[src/rtl/set_input_ctrl_pkg.sv]
// Shared edit-mode encoding, one-hot select decode and sizing helpers for the
// front-panel set/adjust logic and its consumers (counter chain, display blink).
package set_input_ctrl_pkg;

  localparam logic [2:0] MODE_RUN   = 3'd0;
  localparam logic [2:0] MODE_SEC   = 3'd1;
  localparam logic [2:0] MODE_MIN   = 3'd2;
  localparam logic [2:0] MODE_HOUR  = 3'd3;
  localparam logic [2:0] MODE_DAY   = 3'd4;
  localparam logic [2:0] MODE_MONTH = 3'd5;
  localparam logic [2:0] MODE_YEAR  = 3'd6;

  // Request handshake: IDLE until an accepted up/down press, HOLD until one
  // post-blanking 1 Hz edge plus one margin cycle has passed.
  typedef enum logic {
    REQ_IDLE = 1'b0,
    REQ_HOLD = 1'b1
  } req_state_t;

  typedef struct packed {
    logic year;
    logic month;
    logic day;
    logic hour;
    logic min;
    logic sec;
  } set_sel_t;

  function automatic set_sel_t decode_mode(input logic [2:0] mode);
    set_sel_t sel;
    sel = '0;
    case (mode)
      MODE_SEC:   sel.sec   = 1'b1;
      MODE_MIN:   sel.min   = 1'b1;
      MODE_HOUR:  sel.hour  = 1'b1;
      MODE_DAY:   sel.day   = 1'b1;
      MODE_MONTH: sel.month = 1'b1;
      MODE_YEAR:  sel.year  = 1'b1;
      default:    sel       = '0;
    endcase
    return sel;
  endfunction

  function automatic logic [2:0] next_mode(input logic [2:0] mode);
    return (mode >= MODE_YEAR) ? MODE_RUN : mode + 3'd1;
  endfunction

  // Bits needed to hold values 0..n-1, never less than one.
  function automatic int count_width(input int n);
    return (n > 1) ? $clog2(n) : 1;
  endfunction

endpackage

[src/rtl/set_input_ctrl_btn_debounce.sv]
// One push-button input path: 2-FF synchronizer, polarity normalisation,
// stability counter and a single-cycle pulse on each accepted press.
module btn_debounce
  import set_input_ctrl_pkg::*;
#(
  parameter int DEBOUNCE_CYCLES = 1000000,
  parameter bit BTN_ACTIVE_LOW  = 1'b1
) (
  input  logic clk,
  input  logic rst,
  input  logic raw,
  output logic press
);

  localparam int CW = count_width(DEBOUNCE_CYCLES);
  localparam logic [CW-1:0] CNT_LAST = CW'(DEBOUNCE_CYCLES - 1);

  logic [1:0]    sync;
  logic [CW-1:0] cnt;
  logic          level;
  logic          sample;

  assign sample = sync[1] ^ BTN_ACTIVE_LOW;

  // The synchronizer resets to the released raw level so reset never looks like a press.
  always_ff @(posedge clk) begin
    if (rst) begin
      sync  <= {2{BTN_ACTIVE_LOW}};
      cnt   <= '0;
      level <= 1'b0;
      press <= 1'b0;
    end else begin
      sync  <= {sync[0], raw};
      press <= 1'b0;
      if (sample == level) begin
        cnt <= '0;
      end else if (cnt == CNT_LAST) begin
        cnt   <= '0;
        level <= sample;
        press <= sample;
      end else begin
        cnt <= cnt + 1'b1;
      end
    end
  end

endmodule

[src/rtl/set_input_ctrl.sv]
// Front-panel controller: debounced keys step the edit mode and issue inc/dec
// requests held until exactly one post-blanking clk_1hz rising edge.
module set_input_ctrl
  import set_input_ctrl_pkg::*;
#(
  parameter int DEBOUNCE_CYCLES = 1000000,
  parameter int TIMEOUT_CYCLES  = 500000000,
  parameter bit BTN_ACTIVE_LOW  = 1'b1,
  parameter int BLANK_CYCLES    = 3
) (
  input  logic       clk_50MHz,
  input  logic       rst,
  input  logic       btn_mode_raw,
  input  logic       btn_up_raw,
  input  logic       btn_down_raw,
  input  logic       clk_1hz,
  output logic       set_sec,
  output logic       set_min,
  output logic       set_hour,
  output logic       set_day,
  output logic       set_month,
  output logic       set_year,
  output logic       inc,
  output logic       dec,
  output logic       busy,
  output logic [2:0] edit_mode
);

  localparam int TW = count_width(TIMEOUT_CYCLES + 1);
  localparam int BW = count_width(BLANK_CYCLES + 1);
  localparam logic [TW-1:0] TO_VAL    = TW'(TIMEOUT_CYCLES);
  localparam logic [BW-1:0] BLANK_VAL = BW'(BLANK_CYCLES);

  logic mode_press;
  logic up_press;
  logic down_press;

  btn_debounce #(
    .DEBOUNCE_CYCLES(DEBOUNCE_CYCLES),
    .BTN_ACTIVE_LOW (BTN_ACTIVE_LOW)
  ) u_db_mode (
    .clk  (clk_50MHz),
    .rst  (rst),
    .raw  (btn_mode_raw),
    .press(mode_press)
  );

  btn_debounce #(
    .DEBOUNCE_CYCLES(DEBOUNCE_CYCLES),
    .BTN_ACTIVE_LOW (BTN_ACTIVE_LOW)
  ) u_db_up (
    .clk  (clk_50MHz),
    .rst  (rst),
    .raw  (btn_up_raw),
    .press(up_press)
  );

  btn_debounce #(
    .DEBOUNCE_CYCLES(DEBOUNCE_CYCLES),
    .BTN_ACTIVE_LOW (BTN_ACTIVE_LOW)
  ) u_db_down (
    .clk  (clk_50MHz),
    .rst  (rst),
    .raw  (btn_down_raw),
    .press(down_press)
  );

  logic [1:0]    hz_sync;
  logic          hz_prev;
  logic          hz_edge;
  req_state_t    req_state;
  logic          margin;
  logic [BW-1:0] blank_cnt;
  logic [TW-1:0] timer;
  set_sel_t      set_sel;
  logic          mode_go;
  logic          req_go;
  logic          timeout_hit;
  logic [2:0]    mode_nxt;

  assign hz_edge = hz_sync[1] & ~hz_prev;

  // A mode press in the same cycle as up/down takes precedence; up+down together cancel.
  assign mode_go = mode_press & ~busy;
  assign req_go  = ~busy & ~mode_press & (up_press ^ down_press) & (edit_mode != MODE_RUN);
  assign timeout_hit = (TIMEOUT_CYCLES != 0) && (edit_mode != MODE_RUN) && !busy &&
                       !req_go && (timer == TO_VAL);

  always_comb begin
    mode_nxt = edit_mode;
    if (mode_go) begin
      mode_nxt = next_mode(edit_mode);
    end else if (timeout_hit) begin
      mode_nxt = MODE_RUN;
    end
  end

  always_ff @(posedge clk_50MHz) begin
    if (rst) begin
      hz_sync   <= 2'b00;
      hz_prev   <= 1'b0;
      edit_mode <= MODE_RUN;
      set_sel   <= '0;
      timer     <= '0;
      req_state <= REQ_IDLE;
      margin    <= 1'b0;
      blank_cnt <= '0;
      inc       <= 1'b0;
      dec       <= 1'b0;
      busy      <= 1'b0;
    end else begin
      hz_sync   <= {hz_sync[0], clk_1hz};
      hz_prev   <= hz_sync[1];
      edit_mode <= mode_nxt;
      set_sel   <= decode_mode(mode_nxt);

      if (mode_go || req_go || mode_nxt == MODE_RUN) begin
        timer <= '0;
      end else if (edit_mode != MODE_RUN && !busy && timer != TO_VAL) begin
        timer <= timer + 1'b1;
      end

      case (req_state)
        REQ_IDLE: begin
          if (req_go) begin
            req_state <= REQ_HOLD;
            inc       <= up_press;
            dec       <= down_press;
            busy      <= 1'b1;
            blank_cnt <= '0;
            margin    <= 1'b0;
          end
        end
        REQ_HOLD: begin
          // Edges in the first BLANK_CYCLES may predate the request reaching the 1 Hz domain.
          if (margin) begin
            req_state <= REQ_IDLE;
            margin    <= 1'b0;
            inc       <= 1'b0;
            dec       <= 1'b0;
            busy      <= 1'b0;
          end else if (hz_edge && blank_cnt >= BLANK_VAL) begin
            margin <= 1'b1;
          end else if (blank_cnt != BLANK_VAL) begin
            blank_cnt <= blank_cnt + 1'b1;
          end
        end
        default: begin
          req_state <= REQ_IDLE;
          inc       <= 1'b0;
          dec       <= 1'b0;
          busy      <= 1'b0;
        end
      endcase
    end
  end

  assign set_sec   = set_sel.sec;
  assign set_min   = set_sel.min;
  assign set_hour  = set_sel.hour;
  assign set_day   = set_sel.day;
  assign set_month = set_sel.month;
  assign set_year  = set_sel.year;

endmodule
[config.mk]
export PLATFORM = sky130hd
export DESIGN_NAME = set_input_ctrl
export DESIGN_NICKNAME = d
export VERILOG_FILES = /design/src/rtl/set_input_ctrl_pkg.sv /design/src/rtl/set_input_ctrl_btn_debounce.sv /design/src/rtl/set_input_ctrl.sv
export SDC_FILE = /design/constraint.sdc
export NUM_CORES = 1
export LEC_CHECK = 0
export CORE_MARGIN = 2
export CORE_UTILIZATION = 45
export DETAILED_ROUTE_END_ITERATION = 10
export PLACE_DENSITY = 0.58
export SETUP_SLACK_MARGIN = 0.05
export SYNTH_ARGS = -nofsm -noshare
export SYNTH_HDL_FRONTEND = slang
export SYNTH_SLANG_ARGS = --single-unit
[constraint.sdc]
create_clock -name clk_50MHz -period 5.46 [get_ports clk_50MHz]
set_input_delay 0.819 -clock clk_50MHz [delete_from_list [all_inputs] [get_ports clk_50MHz]]
set_output_delay 0.819 -clock clk_50MHz [all_outputs]
set_load 0.1 [all_outputs]
==> results_dict.tcl <==
set metrics [dict create \
    rows 39 \
    ctsHoldBuffers 0 \
    finalCriticalPeriod_ns 2.99 \
    synth_area_per_cell_um2 8.74 \
    synth_nets 615 \
    grt_pass1_wl_um 18000 \
    synth_edf_count 0 \
    yosysTopAreaCellShare 0.458 \
    tightest_slew_ns 1.15 \
    setup_ws_ns 2.47 \
    initial_core_util 0.459 \
    cts_tree "done" \
    p_leak_nw 2.00 \
    synth_cells 600 \
    top_usage_layer "met2" \
    grt_setup_unrepaired "no" \
    period_share 0.548 \
    design_area_mm2 0.00616 \
    io_pins 18 \
    path_delay_family "buffers and inverters" \
    finalHoldViolCount 0 \
    ant_nets 0 \
    synth_ff_type "dfxtp_1" \
    dp_cells 745 \
    use_met3 0.0539 \
    end_kind "primary output" \
    cts_buffer_depth 2 \
    path_class "reg -> out" \
    core_mm2 0.0114 \
    insertion_delay_ns 0.41 \
    dp_hpwl_um 6890 \
    finalPower_mw 2.08 \
    arrival_ns 2.17 \
    cts_sinks 120 \
    yosysTopAreaCell "dfxtp_1" \
    cts-buffers-inserted 17 \
    clockRootBuffer "clkbuf_16" \
    synth_area_leaders "dfxtp_1 46%, nor2_1 8.4%, xor2_1 8.0%, xnor2_1 6.0%, nand2_1 3.1%" \
    routed-via-count 4061 \
    drive_gt1_frac 0.0710 \
    place.gp.congestion 0.775 \
    drv_cap 0 \
    nNetsFinal 636 \
    clock.fmax_mhz 334 \
    post-cts-setup-buffers 0 \
    netlist_area_mm2 0.00525 \
    slew_viol_final 0 \
    ys_ff_latch 120 \
    instances_no_fill 777 \
    cp-start-kind "register" \
    grtUsageMet1 0.222 \
    fin_setup_tns_ns 0 \
    grt_overflow 0 \
    use_met2 0.287 \
    cpPeakStageDelay_ns 1.24 \
    place_area_mm2 0.00554 \
    area_growth_pct 17.4 \
    path_buf_inv 1 \
    synth_cell_types 50 \
    grt_pass1_vias 3873 \
    holdWs_ns 0.405 \
    die_h_um 112 \
    final_util 0.540 \
    synthMostInstantiatedCell "dfxtp_1" \
    dr.pass1.iters 5 \
    cts_max_level 4 \
    dieArea_mm2 0.0125 \
    crit_required_ns 4.64 \
    avgViaCountPerCell 5.23 \
    grt_usage 0.176 \
    peakVddDrop_mv 0.423 \
    cts.reportedPaths.clkPinSlew_ns 0.05 \
    grt_max_degree 32 \
    setup_viol 0 \
    synth-warning-count 0 \
    drtIter0Drc 317 \
    synth_common_cells "120 x dfxtp_1, 117 x nor2_1, 48 x xor2_1, 43 x nand2_1, 36 x xnor2_1" \
    post-place-ws_ns 2.81 \
    crit_path_top_delay_cell "clkdlybuf4s50_1" \
    portBuffers 17 \
    pwr_density_cell_mw_per_mm2 337 \
    cts_resized 0 \
    finalClockSkew_ns 0.0134 \
    wl_per_cell_um 13.1 \
    fp.dieW_um 112 \
    async_reset_ff_frac 0 \
    grt_antenna_before_repair 0 \
    diodes 0 \
    drc_errors 0 \
    max_slew_margin 0.234 \
    crit_fanout 11 \
    status "finished clean" \
    hold_class "reg -> reg" \
    finalWirelength_um 10200 \
    yosysSeqAreaShare 0.458 \
    crit_chain "clkdlybuf4s50_1" \
]
-- report_power, final --
group / switching, mW / internal, mW
Sequential: 0.00394 / 0.882
Clock: 0.390 / 0.753
Combinational: 0.0339 / 0.0149
Total: 0.428 / 1.65
-- sequential cells by signal, summed over array words and instances (netlist names), 2 cells and up --
register / cells
edit_mode: 3
blank_cnt: 2
u_db_down.cnt: 20
u_db_up.cnt: 20
u_db_down.sync: 2
timer: 29
u_db_mode.sync: 2
u_db_up.sync: 2
u_db_mode.cnt: 20
hz_sync: 2
-- placed cells by master, fill, tap and decap left out, types with 3 or more instances in the layout --
cell,synthesis,layout
a21oi_1,13,13
and2_1,3,3
and3_1,13,13
and4_1,9,9
bufinv_16,0,3
clkbuf_16,0,17
clkbuf_8,0,3
clkdlybuf4s50_1,0,17
clkinv_2,0,3
clkinv_4,0,3
dfxtp_1,120,120
ha_1,9,9
inv_1,12,12
nand2_1,43,43
nand2b_1,4,4
nand3_1,31,31
nand4_1,25,25
nor2_1,117,117
nor2b_1,6,6
nor3_1,13,13
nor4_1,16,16
nor4b_1,5,5
o2111a_1,3,3
o21ai_0,10,10
or2_2,7,7
or3_1,8,8
xnor2_1,36,36
xor2_1,48,48
-- routing by layer --
metal | up-vias | routed length [um] | part of all wire
met5 | - | 0 | 0
met4 | 0 | 137 | 0.013
met3 | 11 | 289 | 0.028
met2 | 35 | 4910 | 0.48
met1 | 1902 | 4830 | 0.48
li1 | 2113 | - | -
-- final timing paths --
| kind | end | slack [ns] | depth (start not counted) | start |
|---|---|---|---|---|
| setup / recovery | busy | 2.47 | 1 | busy |
| hold / removal | u_db_up.sync[1] | 0.41 | 1 | u_db_up.sync[0] |
| setup reg to reg | timer[8] | 2.82 | 5 | timer[10] |
| hold reg to reg | u_db_up.sync[1] | 0.41 | 1 | u_db_up.sync[0] |
-- cells by family (layout without fill, tap and decap cells) --
kind of cell	Yosys count	after routing	share of synthesized area
compound gates	39	39	0.0479
simple gates	319	319	0.308
fa+ha+maj	9	9	0.0215
buf+inv	28	62	0.0224
mux	1	1	0.00191
flops	120	120	0.458
xor+xnor	84	84	0.140
-- cell type report --
class                   count  area (um2)
well taps                 143         179
fillers                  1079        5260
multi-input cells         452        2740
inverters                  12        45.0
clock inverters            11         146
clock buffers              21         470
repair buffers             18         178
flip-flops and latches    120        2400
Note: power is estimated with default switching activity, not from simulation.
